**src/rtl/frame_bank_pkg.sv**
```systemverilog
// frame_bank_pkg: shared state enum and default sizing for the frame bank scheduler
package frame_bank_pkg;
  typedef enum logic [1:0] {IDLE, REQ, FILL, FULL} fb_state_t;
  localparam int FRAME_PIXELS_DEF = 19200;
  localparam int ADDR_W_DEF = 15;
  localparam int DROP_W = 8;
endpackage

```
**src/rtl/frame_bank_ctrl.sv**
```systemverilog
// frame_bank_ctrl: double-buffer scheduler steering SPI pixel bits into the write bank, swapping at VGA frame boundaries
// Optional FRAME_BANK_STATS_EN adds a saturating underrun counter (drop_count) with synchronous clear (stats_clr).
module frame_bank_ctrl
  import frame_bank_pkg::*;
#(
  parameter int FRAME_PIXELS = FRAME_PIXELS_DEF,
  parameter int ADDR_W = ADDR_W_DEF
) (
  input  logic              CLK_40,
  input  logic              reset,
  input  logic              enable,
  input  logic              frame_start,
  input  logic              wr_valid,
  input  logic              wr_bit,
`ifdef FRAME_BANK_STATS_EN
  input  logic              stats_clr,
  output logic [DROP_W-1:0] drop_count,
`endif
  output logic              start_req,
  output logic              wr_en,
  output logic              wr_bank,
  output logic [ADDR_W-1:0] wr_addr,
  output logic              wr_data,
  output logic              rd_bank,
  output logic              display_valid,
  output logic              underrun
);
  fb_state_t r_state, w_next;
  logic [ADDR_W-1:0] r_cnt, r_wr_addr;
  logic r_wr_en, r_wr_data, r_wr_bank, r_disp, r_underrun;
  logic w_write, w_last, w_swap, w_under;
  always_comb begin
    w_write = enable && r_state == FILL && wr_valid;
    w_last  = w_write && r_cnt == ADDR_W'(FRAME_PIXELS - 1);
    w_swap  = enable && frame_start && (r_state == FULL || (r_state == FILL && w_last));
    w_under = enable && frame_start && r_state == FILL && !w_last;
    w_next  = r_state;
    if (!enable)
      w_next = IDLE;
    else
      case (r_state)
        IDLE: w_next = REQ;
        REQ:  w_next = FILL;
        FILL: w_next = w_swap ? REQ : (w_last ? FULL : FILL);
        FULL: w_next = frame_start ? REQ : FULL;
        default: w_next = IDLE;
      endcase
  end
  always_ff @(posedge CLK_40 or negedge reset)
    if (!reset) begin
      r_state    <= IDLE;
      r_cnt      <= '0;
      r_wr_addr  <= '0;
      r_wr_en    <= 1'b0;
      r_wr_data  <= 1'b0;
      r_wr_bank  <= 1'b0;
      r_disp     <= 1'b0;
      r_underrun <= 1'b0;
    end else begin
      r_state    <= w_next;
      r_wr_en    <= w_write;
      r_underrun <= w_under;
      if (!enable || r_state == IDLE)
        r_cnt <= '0;
      else if (w_write)
        r_cnt <= w_last ? '0 : r_cnt + 1'b1;
      if (!enable)
        r_wr_addr <= '0;
      else if (w_write)
        r_wr_addr <= r_cnt;
      if (w_write)
        r_wr_data <= wr_bit;
      // read bank is always the complement of the write bank, so a swap is a single toggle
      if (w_swap)
        r_wr_bank <= ~r_wr_bank;
      if (!enable)
        r_disp <= 1'b0;
      else if (w_swap)
        r_disp <= 1'b1;
    end
`ifdef FRAME_BANK_STATS_EN
  logic [DROP_W-1:0] r_drop;
  always_ff @(posedge CLK_40 or negedge reset)
    if (!reset)
      r_drop <= '0;
    else if (stats_clr)
      r_drop <= '0;
    else if (w_under && r_drop != '1)
      r_drop <= r_drop + 1'b1;
  assign drop_count = r_drop;
`endif
  assign start_req     = r_state == REQ;
  assign wr_en         = r_wr_en;
  assign wr_addr       = r_wr_addr;
  assign wr_data       = r_wr_data;
  assign wr_bank       = r_wr_bank;
  assign rd_bank       = ~r_wr_bank;
  assign display_valid = r_disp;
  assign underrun      = r_underrun;
endmodule
```
**config.mk**
```make
export PLATFORM = sky130hd
export DESIGN_NAME = frame_bank_ctrl
export DESIGN_NICKNAME = d
export VERILOG_FILES = /design/src/rtl/frame_bank_pkg.sv /design/src/rtl/frame_bank_ctrl.sv
export SDC_FILE = /design/constraint.sdc
export NUM_CORES = 1
export LEC_CHECK = 0
export ABC_AREA = 1
export BUFFER_PORTS_ARGS = -buffer_cell sky130_fd_sc_hd__buf_4
export CORE_UTILIZATION = 45
export DETAILED_ROUTE_END_ITERATION = 8
export PLACE_DENSITY = 0.62
export SYNTH_ARGS = -nofsm -noshare
export SYNTH_HDL_FRONTEND = slang
export SYNTH_SLANG_ARGS = --single-unit
```
**constraint.sdc**
```tcl
create_clock -name CLK_40 -period 1.8 [get_ports CLK_40]
set_input_delay 0.09 -clock CLK_40 [delete_from_list [all_inputs] [get_ports CLK_40]]
set_output_delay 0.09 -clock CLK_40 [all_outputs]
set_load 0.02 [all_outputs]
```
# ---- Yosys cells after proc, flatten, opt, wreduce, memory -nomap -nowiden
# Cells that the tools add are included.
# Widths: inputs -> output; s select.
dict set report totals {
  out_inout_bits 22
  elab_cells 42
  inputBits 6
  reg_bits 37
}
dict set report classes {
  bitwise 1
  add_sub_neg 1
  reduce_logical 14
  n_mux 12
  n_eq_ne 6
}
# operator count
set ops {}
lappend ops {{$mux 15} 5}
lappend ops {{$add 15x1->15 const B} 1}
lappend ops {{$eq 15x15->1 const B} 1}
lappend ops {{$logic_and 1x1->1} 8}
lappend ops {{$pmux 2 s4} 1}
lappend ops {{$mux 2} 3}
lappend ops {{$eq 2x2->1 const B} 2}
lappend ops {{$ne 2x1->1 const B} 2}
lappend ops {{$mux 1} 3}
lappend ops {{$eq 2x1->1 const B} 1}
lappend ops {{$logic_not 1->1} 2}
lappend ops {{$logic_not 2->1} 1}
lappend ops {{$logic_or 1x1->1} 2}
lappend ops {{$reduce_bool 2->1} 1}
lappend ops {{$not 1->1} 1}

# ---- Depth between registers and ports, before layout
dict set report logic_depth {
  word_depth 10
  depth_mapped 9
}

# ---- Worst setup path before layout
# OpenSTA, ideal clock, no wires.
dict set report synth_path {
  path_kind {register to register}
  startpoint {reg r_cnt[0]}
  endpoint {reg r_wr_bank, in the netlist wr_bank}
  setup_time_ns 0.129
  required_ns 1.671
  arrival_ns 1.292
  stages_incl_launch_ff 8
  path_slack_ns 0.379
  cell_sequence {dfrtp_1 > ha_1 > nand3_4 > nor2_8 > nand3_2 > nand2_1 > nand2_1 > xor2_1}
}
dict set report synth_via {
  elab_chain_len 5
}
# item line_no
set synth_lines {}
lappend synth_lines {{from (decl)} frame_bank_ctrl.sv:29} ;# logic [ADDR_W-1:0] r_cnt, r_wr_addr;
lappend synth_lines {{from (signal assigned)} frame_bank_ctrl.sv:66} ;# r_cnt <= w_last ? '0 : r_cnt + 1'b1;
lappend synth_lines {{$eq 15x15->1} frame_bank_ctrl.sv:34} ;# w_last = w_write && r_cnt == ADDR_W'(FRAME_PIXELS - 1);
lappend synth_lines {{$logic_and 1x1->1} frame_bank_ctrl.sv:34}
lappend synth_lines {{$logic_and 1x1->1} frame_bank_ctrl.sv:35} ;# w_swap = enable && frame_start && (r_state == FULL || (r_state == FILL && w_last));
lappend synth_lines {{$logic_or 1x1->1} frame_bank_ctrl.sv:35}
lappend synth_lines {{$logic_and 1x1->1} frame_bank_ctrl.sv:35}
lappend synth_lines {{to (signal assigned)} frame_bank_ctrl.sv:75} ;# r_wr_bank <= ~r_wr_bank;
lappend synth_lines {{to (decl)} frame_bank_ctrl.sv:30} ;# logic r_wr_en, r_wr_data, r_wr_bank, r_disp, r_underrun;
# No other way between the ends.
# A chain may end at the register's enable or synchronous reset.

# ---- Final worst setup path
dict set report layout_path {
  startpoint {reg r_cnt[1]}
  endpoint {reg r_cnt[5]}
}
dict set report layout_via {
  elab_chain_len 5
  word_cells_on_any_way 6
  classes_between {1 x add/sub; 1 x eq/ne; 3 x mux; 1 x reduce/logical}
}
# item line_no
set layout_lines {}
lappend layout_lines {{branches (longest 2 deep; another with $add 15x1->15)} n/a}
lappend layout_lines {{$mux 15 (*)} frame_bank_ctrl.sv:66}
lappend layout_lines {{$mux 15 (*)} frame_bank_ctrl.sv:65} ;# else if (w_write)
lappend layout_lines {{$mux 15 (*)} frame_bank_ctrl.sv:63} ;# if (!enable || r_state == IDLE)
# Mark *: on every way between the ends. The select of a mux whose other input is x is not followed.

==> results.toml <==
[placement]
numPortBuffers = 27
globalplace.congestion = 0.795
place_inst = 286
postPlaceCellArea_um2 = 2140
post-place-ws_ps = 258
post-dp-hpwl_mm = 2.75

[global_routing]
grt_max_degree = 38
grt_pass1_wl_mm = 6.59
grt_pass1_vias = 1353
antenna_found_initial = 0
overflow = 0
track_usage_pct = 20.1

[drt]
avgRoutedWirePerCell_um = 13.0
ant_nets = 0
first_pass_iters = 4
routed_wl_mm = 3.84
num_vias = 1485
remaining_drc_errors = 0
drtIter0Drc = 92
vias_per_cell = 5.03

[pwr]
p_leak_uw = 0.00113
internal_power_uw = 1310
power_frac_comb_pct = 16.6
p_clk_share_pct = 34.8
seq_power_share_pct = 48.6
powerDensity_nw_per_um2 = 808
p_sw_share_pct = 28.1
vdd_ir_drop_max_mv = 0.498
power.switching_uw = 511

[layout]
fin_cells = 295
design_area_um2 = 2260
syn_to_final_growth_pct = 18.7
fin_nets = 251
diodes = 0
drive_gt1_share_pct = 28.2
fillers = 388

[synthesis]
ys.flop_type = "dfrtp_1"
async_reset_ff_share_pct = 100
post-synth-top-count-cell = "nand2_1"
synthCells = 212
syn-num-nets = 219
seq_area_frac_synth_pct = 48.7
synth_enable_flop_cells = 0
synthTopCellsByArea = "dfrtp_1, nand2_1, nand3_1, inv_1, nor2_1"
yosys.area.top_type = "dfrtp_1"
synth_top_area_share_pct = 48.7
ys_types = 35
synth_commonest_cells = "nand2_1, dfrtp_1, inv_1, nor2_1, nand3_1"
synth.cell_area_um2 = 1900
synth_warnings = 0
syn_avg_cell_area_um2 = 8.96
yosys_register_bits = 37

[clocking]
clk_latency_ps = 290
cts_resized = 0
cts_buffers = 5
cts_tree = "built"
clk_path_buf_depth = 2
clk_pin_slew_ps = 70
post_cts_buffers = 0
holdBufCountCts = 1
cts_htree_levels = 2
cts_root_buf = "clkbuf_8"
clkSinkCount = 37

[setup_path]
cp-startpoint = "r_cnt[1]$_DFFE_PN0P_"
cp.arrival_ps = 1730
r2r_slack_ps = 250
start_kind = "flop"
endpoint = "r_cnt[5]$_DFFE_PN0P_"
crit_fanout = 8
crit-reg2reg-launch = "r_cnt[1]$_DFFE_PN0P_"
reg2reg_to = "r_cnt[5]$_DFFE_PN0P_"
reg2regPathDepth = 7
path_class = "reg -> reg"
critPathCaptureType = "flop"
cp.required_ps = 1980

[floorplanning]
fp.dieW_um = 67.0
core_um2 = 4030
io_pins = 28
dieArea_um2 = 4490
die_y_um = 67.0
start_util_pct = 47.2
rows = 23

[sta]
clock.fmax_mhz = 644
setup_violations = 0
tightest_slew_ps = 466
hold_viol = 0
timing.hold.ws_ps = 8.62
slew_headroom_pct = 68.9
period_share_pct = 86.3
rsz0062_at_grt = "no"
final.setup.tns_ps = 0
period_needed_ps = 1550
finalMaxSlewViolations = 0
skew_ps = 3.74
fin_ws_ps = 247

[outcome]
status = "finished, final reports clean"

[job]
drv_cap = 0

[min_path]
hold_class = "in -> reg"
cell type report:
type,instances,area [um^2],area share (%)
multi-input combinational,143,832,36.9
clock inverter,1,5.00,0.222
sequential,37,926,41.0
inverter,27,106,4.71
clock buffer,7,96.3,4.27
tap,50,62.6,2.77
timing repair buffer,30,228,10.1
critical path, stage by stage (launching register included):
cell and delay [ps]:
dfrtp_1 390, ha_1 260, nand3_4 130, nor2_8 180, nand3_1 100, nand2_2 210
a21oi_1 60, o21a_1 110
cell usage in the layout (no fill, tap or decap), types with 2 or more instances in the layout:
master    Yosys  final
o21ai_1       5      5
a21oi_1       3      3
buf_4         0     29
nand2_1      39     39
nand2_4       2      2
xor2_1        4      4
dfrtp_1      37     37
nand2_2       3      3
a21oi_2       4      4
nor2_2        3      3
nor2_1       21     21
nor3_2        4      4
inv_1        21     21
o21ai_0      12     12
nor2_8        3      3
nand3_2       2      2
clkbuf_8      0      7
o21a_1        2      2
nand3_1      20     20
nand4_1       4      4
inv_4         2      2
inv_2         4      4
state kept, by name, summed over array words and instances, names as in the netlist:
| name | count |
|---|---|
| wr_addr | 15 |
| r_state | 2 |
| wr_data | 1 |
| r_cnt | 15 |
| wr_en | 1 |
| wr_bank | 1 |
| underrun | 1 |
| display_valid | 1 |
cell families after synthesis:
| group | after synthesis | share of synthesized area [%] |
|---|---|---|
| simple gates | 107 | 30.7 |
| xor+xnor | 4 | 1.84 |
| fa+ha+maj | 1 | 0.658 |
| flops | 37 | 48.7 |
| compound gates | 31 | 10.5 |
| buf+inv | 32 | 7.50 |
how the worst min path moves through the flow:
stage | start | endpoint | slack (ps) | cells past startpoint
after detailed placement | reset | display_valid$_DFFE_PN0P_ | 90 | 1
after global placement | reset | underrun$_DFF_PN0_ | 80 | 1
final | wr_bit | wr_data$_DFFE_PN0P_ | 9 | 3
after global routing | wr_bit | wr_data$_DFFE_PN0P_ | 10 | 3
after floorplan | reset | display_valid$_DFFE_PN0P_ | -210 | 0
after CTS | wr_bit | wr_data$_DFFE_PN0P_ | 2 | 3
power groups by stage:
stage | sequential [uW] | combinational [uW] | clock, uW
6_report | 885 | 302 | 635
4_1_cts | 885 | 307 | 669
3_5_place_dp | 902 | 304 | 0
3_3_place_gp | 901 | 303 | 0
5_1_grt | 888 | 334 | 688
2_1_floorplan | 932 | 162 | 0
metal layers:
metal	global-route usage [%]	part of all wire (%)
met3	4.11	4.1
met5	0	0
met2	30.6	44
met4	7.98	1.6
met1	27.6	50
per-stage QoR:
step,power [uW],utilization [%]
finish,1820,56.0
global route,1910,56.0
CTS,1860,56.0
detailed placement,1210,53.2
global placement,1200,53.2
floorplan,1090,-
Note: power is estimated with default switching activity, not from simulation.
